### src/rtl/magnetron_power_ctrl_pkg.sv
// Shared types and defaults for the magnetron power controller.
package magnetron_pkg;

  localparam int unsigned LEVELS_DEFAULT = 10;
  localparam int unsigned LW_DEFAULT     = 4;

  typedef enum logic [1:0] {
    ST_IDLE  = 2'd0,
    ST_COOK  = 2'd1,
    ST_PAUSE = 2'd2,
    ST_DONE  = 2'd3
  } state_t;

endpackage

### src/rtl/magnetron_power_ctrl_if.sv
// Keypad/door/timer inputs and magnetron/status outputs of the controller.
interface magnetron_power_ctrl_if
  import magnetron_pkg::*;
#(
  parameter int unsigned LW = LW_DEFAULT
);
  logic          startn;
  logic          stopn;
  logic          clearn;
  logic          door_closed;
  logic          timer_done;
  logic          tick;
  logic [LW-1:0] power_level;
  logic          mag_on;
  logic          cooking;
  logic          done;
  logic [1:0]    state;

  modport master (
    output startn, stopn, clearn, door_closed, timer_done, tick, power_level,
    input  mag_on, cooking, done, state
  );

  modport slave (
    input  startn, stopn, clearn, door_closed, timer_done, tick, power_level,
    output mag_on, cooking, done, state
  );
endinterface

### src/rtl/magnetron_power_ctrl_duty.sv
// Duty window counter over LEVELS ticks and the on/off compare against the level.
module power_duty_gen
  import magnetron_pkg::*;
#(
  parameter int unsigned LEVELS = LEVELS_DEFAULT,
  parameter int unsigned LW     = LW_DEFAULT
) (
  input  logic          clk,
  input  logic          resetn,
  input  logic          run,
  input  logic          restart,
  input  logic          tick,
  input  logic [LW-1:0] lvl,
  output logic [LW-1:0] win,
  output logic          duty_on
);

  logic [LW-1:0] win_d;
  logic [LW-1:0] win_q;

  always_comb begin
    win_d = win_q;
    if (restart) begin
      win_d = '0;
    end else if (run && tick) begin
      win_d = (win_q == LW'(LEVELS - 1)) ? '0 : win_q + LW'(1);
    end
  end

  always_ff @(posedge clk or negedge resetn) begin
    if (!resetn) win_q <= '0;
    else         win_q <= win_d;
  end

  // Compare against the next window slot so mag_on lines up with the new count.
  assign duty_on = (win_d < lvl);
  assign win     = win_q;

endmodule

### src/rtl/magnetron_power_ctrl.sv
// Cook-cycle FSM with start edge detect, level latch and door-safe magnetron enable.
module magnetron_power_ctrl
  import magnetron_pkg::*;
#(
  parameter int unsigned LEVELS = LEVELS_DEFAULT,
  parameter int unsigned LW     = LW_DEFAULT
) (
  input logic                   clk,
  input logic                   resetn,
  magnetron_power_ctrl_if.slave bus
);

  state_t        state_d, state_q;
  logic [LW-1:0] lvl_d, lvl_q;
  logic [LW-1:0] lvl_sat;
  logic [LW-1:0] win_w;
  logic          start_prev_q;
  logic          start_ev;
  logic          mag_on_d, mag_on_q;
  logic          run, restart, duty_on;

  assign start_ev = start_prev_q & ~bus.startn;
  assign lvl_sat  = (bus.power_level > LW'(LEVELS)) ? LW'(LEVELS) : bus.power_level;

  // Next state in priority order: clear, stop, door, timer, start.
  always_comb begin
    state_d = state_q;
    lvl_d   = lvl_q;
    unique case (state_q)
      ST_IDLE: begin
        if (bus.clearn && bus.stopn && bus.door_closed && !bus.timer_done && start_ev) begin
          state_d = ST_COOK;
          lvl_d   = lvl_sat;
        end
      end
      ST_COOK: begin
        if (!bus.clearn)                          state_d = ST_IDLE;
        else if (!bus.stopn || !bus.door_closed)  state_d = ST_PAUSE;
        else if (bus.timer_done)                  state_d = ST_DONE;
      end
      ST_PAUSE: begin
        if (!bus.clearn)                          state_d = ST_IDLE;
        else if (!bus.stopn || !bus.door_closed)  state_d = ST_PAUSE;
        else if (bus.timer_done)                  state_d = ST_DONE;
        else if (start_ev)                        state_d = ST_COOK;
      end
      ST_DONE: begin
        if (!bus.clearn) state_d = ST_IDLE;
      end
      default: state_d = ST_IDLE;
    endcase
  end

  assign run     = (state_q == ST_COOK) && (state_d == ST_COOK);
  assign restart = (state_d == ST_IDLE) || ((state_q == ST_IDLE) && (state_d == ST_COOK));

  power_duty_gen #(
    .LEVELS (LEVELS),
    .LW     (LW)
  ) u_duty (
    .clk     (clk),
    .resetn  (resetn),
    .run     (run),
    .restart (restart),
    .tick    (bus.tick),
    .lvl     (lvl_d),
    .win     (win_w),
    .duty_on (duty_on)
  );

  // An open door kills the magnetron regardless of FSM state.
  assign mag_on_d = (state_d == ST_COOK) && duty_on && bus.door_closed;

  always_ff @(posedge clk or negedge resetn) begin
    if (!resetn) begin
      state_q      <= ST_IDLE;
      lvl_q        <= '0;
      start_prev_q <= 1'b1;
      mag_on_q     <= 1'b0;
    end else begin
      state_q      <= state_d;
      lvl_q        <= lvl_d;
      start_prev_q <= bus.startn;
      mag_on_q     <= mag_on_d;
    end
  end

  assign bus.mag_on  = mag_on_q;
  assign bus.state   = state_q;
  assign bus.cooking = (state_q == ST_COOK);
  assign bus.done    = (state_q == ST_DONE);

endmodule

### src/flat_wrapper.sv
// flat-port wrapper written by rule: the top's interface ports become plain ports
module magnetron_power_ctrl_flat import magnetron_pkg::*;
#(
  parameter int unsigned LEVELS = LEVELS_DEFAULT,
  parameter int unsigned LW     = LW_DEFAULT
)
  (clk, resetn, bus_startn, bus_stopn, bus_clearn, bus_door_closed, bus_timer_done, bus_tick, bus_power_level, bus_mag_on, bus_cooking, bus_done, bus_state);
  magnetron_power_ctrl_if #(.LW(LW)) bus_i ();
  input logic clk;
  input logic resetn;
  input wire logic [$bits(bus_i.startn)-1:0] bus_startn;
  input wire logic [$bits(bus_i.stopn)-1:0] bus_stopn;
  input wire logic [$bits(bus_i.clearn)-1:0] bus_clearn;
  input wire logic [$bits(bus_i.door_closed)-1:0] bus_door_closed;
  input wire logic [$bits(bus_i.timer_done)-1:0] bus_timer_done;
  input wire logic [$bits(bus_i.tick)-1:0] bus_tick;
  input wire logic [$bits(bus_i.power_level)-1:0] bus_power_level;
  output wire logic [$bits(bus_i.mag_on)-1:0] bus_mag_on;
  output wire logic [$bits(bus_i.cooking)-1:0] bus_cooking;
  output wire logic [$bits(bus_i.done)-1:0] bus_done;
  output wire logic [$bits(bus_i.state)-1:0] bus_state;
  assign bus_i.startn = bus_startn;
  assign bus_i.stopn = bus_stopn;
  assign bus_i.clearn = bus_clearn;
  assign bus_i.door_closed = bus_door_closed;
  assign bus_i.timer_done = bus_timer_done;
  assign bus_i.tick = bus_tick;
  assign bus_i.power_level = bus_power_level;
  assign bus_mag_on = bus_i.mag_on;
  assign bus_cooking = bus_i.cooking;
  assign bus_done = bus_i.done;
  assign bus_state = bus_i.state;
  magnetron_power_ctrl #(.LEVELS(LEVELS), .LW(LW)) u_core (.clk(clk), .resetn(resetn), .bus(bus_i));
endmodule
### config.mk
export PLATFORM = sky130hd
export DESIGN_NAME = magnetron_power_ctrl_flat
export DESIGN_NICKNAME = d
export VERILOG_FILES = /design/src/rtl/magnetron_power_ctrl_pkg.sv /design/src/rtl/magnetron_power_ctrl_if.sv /design/src/rtl/magnetron_power_ctrl_duty.sv /design/src/rtl/magnetron_power_ctrl.sv /design/src/flat_wrapper.sv
export SDC_FILE = /design/constraint.sdc
export NUM_CORES = 1
export LEC_CHECK = 0
export CORE_MARGIN = 5
export CORE_UTILIZATION = 47
export CTS_CLUSTER_DIAMETER = 120
export DETAILED_ROUTE_END_ITERATION = 8
export HOLD_SLACK_MARGIN = 0.15
export PLACE_DENSITY_LB_ADDON = 0.25
export SETUP_SLACK_MARGIN = 0.02
export SLEW_MARGIN = 20
export SYNTH_ARGS = -nofsm -noshare
export SYNTH_HDL_FRONTEND = slang
export SYNTH_HIERARCHICAL = 1
export SYNTH_SLANG_ARGS = --single-unit
### constraint.sdc
create_clock -name clk -period 3.4 [get_ports clk]
set_clock_uncertainty 0.2 [all_clocks]
set_input_delay 0.68 -clock clk [delete_from_list [all_inputs] [get_ports clk]]
set_output_delay 0.68 -clock clk [all_outputs]
set_load 0.05 [all_outputs]
==> metrics.md, run 1 <==
| Metric | Value |
|---|---|
| RD Place Congestion | 0.7470 |
| FMAX | 320.6 MHz |
| Hpwl dp | 1200 um |
| Final setup fails | 0 |
| CTS tree | built |
| Post-synthesis sequential area ratio | 42.13% |
| Wire per inst | 13.29 um |
| I/O pin count | 17 |
| HP Class | register to register |
| DIE AREA | 2403 um^2 |
| Clock Latency Late Sink | 260 ps |
| Leakage power | 0.0004671 uW |
| TritonCTS Buffers | 3 |
| # diodes | 0 |
| RSZ-0062 raised after global routing | no |
| PD cells | 339.0 nW/um^2 |
| Combinational fraction of design power | 19.4% |
| MaxCap Viol Count | 0 |
| Status | finished clean |
| VDD IR max | 303.6 uV |
| Post-Route WL | 1449 um |
| Netlist cell types | 32 |
| Most frequent cells in the layout | clkdlybuf4s50_1 (16), dfrtp_1 (11), inv_1 (6) |
| Final Net Count | 109 |
| FF-to-FF path depth | 11 |
| Row count | 14 |
| CTS Root Cell | clkbuf_4 |
| WHS Endpoint | u_core/lvl_q[3] |
| Syn_area_per_cell | 10.52 um^2 |
| CP endpoint kind | register |
| GRT Overall Usage | 12.44% |
| Sw Ratio | 23.88% |
| Worst hold margin | 294.7 ps |
| CP Data Arrival Time | 3090 ps |
| Post-Layout Cell Count | 109 |
| Top FF cell, synth | dfrtp_1 |
| Global-route wire length before repair | 2373 um |
| Die X | 49.02 um |
| Post_cts resized | 0 |
| Crit path max fanout | 2 |
| Cell Chain, Critical Path | clkdlybuf4s50_1, o21ai_1, or4b_1, o211ai_1, ha_1, a21oi_1, nand3b_1, o21ai_0, o211ai_1, nor4_2 |
| Synth warnings | 6 |
| Most common cell after layout, fill and taps aside | clkdlybuf4s50_1 |
| DR pass1 iterations | 4 |
| EDFF count, synth | 0 |
| Setup TNS | 0 ps |
| Antenna-violating nets left | 0 |
| CP Data Required Time | 3370 ps |
| Final hold vios | 0 |
| Startpoint types | primary input |
| Final min period | 3119 ps |
| Post-synthesis cell count | 68 |
| H-tree levels | 1 |
| Pins over their slew limit | 0 |
| Initial Util | 48.64% |
| Fin crit share | 91.75% |
| CP max stage cell | or4b_1 |
| Synth Register Bits | 12 |
| Vias in the first global route | 558 |
| Worst setup path class | primary input to register |
| Core area | 1471 um^2 |
| Post-CTS Hold Fix Bufs | 0 |
| DR iter-0 viols | 19 |
| Crit Reg-Reg Endpoint | u_core/bus.mag_on |
| Reg power frac | 47.4% |
| Worst-path clk slew | 70 ps |
| Initial antenna violation count | 0 |
| Most common cell on crit path | o211ai_1 |
| Syn Nets | 83 |
| Clk buf depth | 2 |
| Sw Pwr | 78.71 uW |
| Layout cells sized above 1 | 20.43% |
| PortBufs | 16 |
| Clock share of power | 33.2% |
| Async SR Flop Fraction | 100.0% |
| Post-CTS setup buffers | 0 |
| R2r setup slk | 630 ps |
| Clk sinks | 12 |
| Hold Crit Depth | 1 |
| Int Pwr | 250.9 uW |
| Congestion Overflow GR | 0 |
| Pin count of the biggest net entering global routing | 13 |
| Vias | 602 |
| Hold path startpoint | u_core/lvl_q[3] |
| Worst slew margin | 65.76% |
| Slowest Stage Delay on Critical Path | 530 ps |
| Vias/cell | 5.523 |
| Area growth syn-to-layout | 35.84% |
| DRC Markers | 0 |
| Mapped cell area | 715.7 um^2 |
| Worst Max-Slew Pin Slew | 511.9 ps |
| Crit Reg-Reg Startpoint | u_core/bus.state[0] |
| Die Y | 49.02 um |
| Placed cell count | 105 |
[flip-flops by register name, indices dropped and copies added, names as in the netlist]
signal and count:
u_core/bus.state 2, u_core/lvl_q 4, u_core/bus.mag_on 1, u_core/u_duty/win 4, u_core/start_prev_q 1
[worst max-delay path, delay by kind of cell]
family,cells,cell delay (ps)
and+or+nand+nor,3,770
adders and majority gates,1,310
buffers and inverters,1,490
AOI/OAI and AO/OA,5,840
[metrics by stage]
stage,setup slack [ps],util (%),total power (uW),instance area [um^2]
3_5_place_dp,-16.89,63.61,222.9,935.9
5_1_grt,110.8,66.07,347.0,972.2
6_report,280.5,66.07,329.6,972.2
4_1_cts,265.8,66.07,334.1,972.2
2_1_floorplan,180.7,-,192.2,718.2
3_3_place_gp,135.6,63.61,220.4,935.9
[layer usage]
metal | track usage, % | vias up | part of all wire [%]
met4 | 4.036 | 0 | 0
met5 | 0 | - | 0
met2 | 20.65 | 12 | 51
li1 | - | 303 | -
met3 | 2.141 | 0 | 3.7
met1 | 16.25 | 287 | 46
[cell type report]
cell class,count,area (um^2)
inverter,6,22.52
fill,129,499.2
tap,16,20.02
multi-input combinational,50,394.1
clock buffer,4,36.28
timing repair buffer,21,197.7
sequential,12,301.5
[synth_stat cells (2+ instances only)]
master | number | area share, %
mux2_4 | 2 | 4.2
nand3b_1 | 3 | 3.1
a21oi_1 | 5 | 3.5
ha_1 | 3 | 5.2
a31oi_1 | 2 | 1.7
dfrtp_1 | 11 | 38
nand2_1 | 4 | 2.1
nor2b_1 | 3 | 2.6
mux2i_1 | 2 | 2.8
o21ai_0 | 3 | 2.1
o211ai_1 | 2 | 2.1
nor2_1 | 3 | 1.6
inv_1 | 6 | 3.1
[kinds of logic after synthesis]
family / synth area share, %
XOR/XNOR: 1.224
flip-flops: 42.13
multiplexers: 6.993
AND/OR/NAND/NOR: 26.40
adder cells (fa/ha/maj): 5.245
AO/OA/AOI/OAI: 14.86
buffers and inverters: 3.147
[worst max path at each step]
stage / start / endpoint
after floorplan: u_core/bus.state[0] / u_core/bus.mag_on
after global placement: bus_stopn / u_core/bus.mag_on
after detailed placement: bus_clearn / u_core/bus.mag_on
after CTS: bus_clearn / u_core/bus.mag_on
after global routing: bus_clearn / u_core/bus.mag_on
final: bus_clearn / u_core/bus.mag_on
[power groups by stage]
stage | registers [uW] | logic, uW | clock network, uW
after floorplan | 161 | 31.1 | 0
final | 156 | 63.9 | 109
after CTS | 156 | 64.5 | 113
after detailed placement | 159 | 63.7 | 0
after global placement | 159 | 61.3 | 0
after global routing | 158 | 71.8 | 118
No activity file was read; power rests on OpenSTA's default activity.
==> run 2: changes to the inputs <==
--- a/config.mk
+++ b/config.mk
@@ -13,2 +13,3 @@
 export PLACE_DENSITY_LB_ADDON = 0.25
+export RECOVER_POWER = 50
 export SETUP_SLACK_MARGIN = 0.02
--- a/constraint.sdc
+++ b/constraint.sdc
@@ -4,2 +4,2 @@
 set_output_delay 0.68 -clock clk [all_outputs]
-set_load 0.05 [all_outputs]
+set_load 0.02 [all_outputs]
==> metrics.md, run 2 (synthesized netlist as in run 1, its figures left out) <==
| Metric | Value |
|---|---|
| Status | finished clean (unchanged) |
| Layout cells sized above 1 | 21.05% (was 20.43%) |
| FMAX | 328.6 MHz (was 320.6 MHz) |
| R2r setup slk | 750 ps (was 630 ps) |
| Hpwl dp | 1193 um (was 1200 um) |
| # diodes | 0 (unchanged) |
| Tot Pwr | 328.7 uW (was 329.6 uW) |
| CP endpoint | u_core/bus.mag_on (unchanged) |
| Die Y | 49.02 um (unchanged) |
| Int Pwr | 251.1 uW (was 250.9 uW) |
| Antenna-violating nets left | 0 (unchanged) |
| DRC Markers | 0 (unchanged) |
| FF-to-FF path depth | 9 (was 11) |
| Sw Pwr | 77.62 uW (was 78.71 uW) |
| CP Data Required Time | 3380 ps (was 3370 ps) |
| Most frequent cells in the layout | clkdlybuf4s50_1 (14), dfrtp_1 (11), buf_4 (7) (was clkdlybuf4s50_1 (16), dfrtp_1 (11), inv_1 (6)) |
| CTS tree | built (unchanged) |
| Initial Util | 48.64% (unchanged) |
| Clk buf depth | 2 (unchanged) |
| Post-CTS Hold Fix Bufs | 0 (unchanged) |
| Crit Reg-Reg Startpoint | u_core/bus.state[0] (unchanged) |
| Post_cts resized | 0 (unchanged) |
| Post-CTS setup buffers | 0 (unchanged) |
| PD cells | 333.8 nW/um^2 (was 339.0 nW/um^2) |
| DR iter-0 viols | 5 (was 19) |
| TritonCTS Buffers | 3 (unchanged) |
| Setup TNS | 0 ps (unchanged) |
| Fin crit share | 89.52% (was 91.75%) |
| RD Place Congestion | 0.7964 (was 0.7470) |
| CP max stage cell | clkdlybuf4s50_1 (was or4b_1) |
| Placed cell count | 107 (was 105) |
| MaxCap Viol Count | 0 (unchanged) |
| Clock Latency Late Sink | 260 ps (about the same) |
| Worst-path clk slew | 80 ps (was 70 ps) |
| CP endpoint kind | register (unchanged) |
| Core area | 1471 um^2 (unchanged) |
| VDD IR max | 280.2 uV (was 303.6 uV) |
| Clk sinks | 12 (unchanged) |
| Final hold vios | 0 (unchanged) |
| Congestion Overflow GR | 0 (unchanged) |
| Row count | 14 (unchanged) |
| Die X | 49.02 um (unchanged) |
| Most common cell on crit path | o21ai_0 (was o211ai_1) |
| Core Util, Final | 66.92% (was 66.07%) |
| Initial antenna violation count | 0 (unchanged) |
| Combinational fraction of design power | 18.7% (was 19.4%) |
| Vias in the first global route | 608 (was 558) |
| CTS Root Cell | clkbuf_4 (unchanged) |
| Worst setup path class | primary input to register (unchanged) |
| Worst setup path startpoint | bus_timer_done (was bus_clearn) |
| Sw Ratio | 23.61% (was 23.88%) |
| Hold path startpoint | u_core/lvl_q[2] (was u_core/lvl_q[3]) |
| PortBufs | 16 (unchanged) |
| Reg power frac | 47.7% (was 47.4%) |
| Slowest Stage Delay on Critical Path | 450 ps (was 530 ps) |
| I/O pin count | 17 (unchanged) |
| HP Class | register to register (unchanged) |
| CP Data Arrival Time | 3020 ps (was 3090 ps) |
| Clock share of power | 33.6% (was 33.2%) |
| Cell Chain, Critical Path | clkdlybuf4s50_1, and3b_1, and3_1, nand3_1, a211o_2, a21oi_1, ha_1, nor2_1, o21ai_0, o21ai_0, o211ai_1, nor4_2 (was clkdlybuf4s50_1, o21ai_1, or4b_1, o211ai_1, ha_1, a21oi_1, nand3b_1, o21ai_0, o211ai_1, nor4_2) |
| Vias | 596 (was 602) |
| Pins over their slew limit | 0 (unchanged) |
| Leakage power | 0.0004767 uW (was 0.0004671 uW) |
| Startpoint types | primary input (unchanged) |
| H-tree levels | 1 (unchanged) |
| Most common cell after layout, fill and taps aside | clkdlybuf4s50_1 (unchanged) |
| DIE AREA | 2403 um^2 (unchanged) |
| Worst Max-Slew Pin Slew | 519.3 ps (was 511.9 ps) |
| RSZ-0062 raised after global routing | no (unchanged) |
| DR pass1 iterations | 4 (unchanged) |
| Vias/cell | 5.369 (was 5.523) |
| Wire per inst | 13.64 um (was 13.29 um) |
| Final Net Count | 111 (was 109) |
| Crit path max fanout | 4 (was 2) |
| Post-Route WL | 1514 um (was 1449 um) |
| Crit Reg-Reg Endpoint | u_core/bus.mag_on (unchanged) |
| Final setup fails | 0 (unchanged) |
| GRT Overall Usage | 14.07% (was 12.44%) |
| Pre-CTS setup slack | 80.66 ps (was -16.89 ps) |
| Area growth syn-to-layout | 37.59% (was 35.84%) |
| Post-Layout Cell Count | 111 (was 109) |
| Global-route wire length before repair | 2718 um (was 2373 um) |
| Pin count of the biggest net entering global routing | 13 (unchanged) |
| Final min period | 3044 ps (was 3119 ps) |
| Setup ws final | 356.4 ps (was 280.5 ps) |
| Worst slew margin | 65.26% (was 65.76%) |
## run 2: power groups by stage
| stage | Clock, uW | Sequential [uW] | Combinational, uW |
|---|---|---|---|
| global placement | 0 | 159 | 60.0 |
| detailed placement | 0 | 159 | 61.4 |
| CTS | 113 | 157 | 62.1 |
| finish | 111 | 157 | 61.5 |
| floorplan | 0 | 159 | 30.7 |
| global route | 119 | 158 | 68.3 |
## run 2: worst max-delay path, delay by kind of cell
family                     cells  cell delay [ps]
AOI/OAI and AO/OA              5              810
adders and majority gates      1              270
buffers and inverters          1              450
and+or+nand+nor                5              810
## run 2: area by class of cell
cell class | instances | area, um^2
fillers | 113 | 486.7
multi-input cells | 50 | 391.6
flip-flops and latches | 12 | 301.5
repair buffers | 23 | 212.7
clock buffers | 4 | 36.28
inverters | 6 | 22.52
well taps | 16 | 20.02
## run 2: metrics by stage
stage / hold WS, ps / area [um^2]
finish: 303.9 / 984.7
global route: 331.3 / 984.7
CTS: 310.1 / 984.7
detailed placement: 283.2 / 948.4
global placement: 287.9 / 948.4
floorplan: 184.4 / 715.7
## run 2: worst min-delay path by stage
stage               cells after the start                end
floorplan                               0  u_core/bus.mag_on
global placement                        1    u_core/lvl_q[2]
detailed placement                      1    u_core/lvl_q[3]
CTS                                     1    u_core/lvl_q[2]
global route                            1    u_core/lvl_q[3]
finish                                  1    u_core/lvl_q[2]
## run 2: routing by layer
layer	share of wire (%)	GRT usage [%]	up-vias
met5	0	0	-
met3	2.4	3.058	2
li1	-	-	305
met2	51	22.39	6
met1	46	18.44	283
met4	1.3	5.381	0
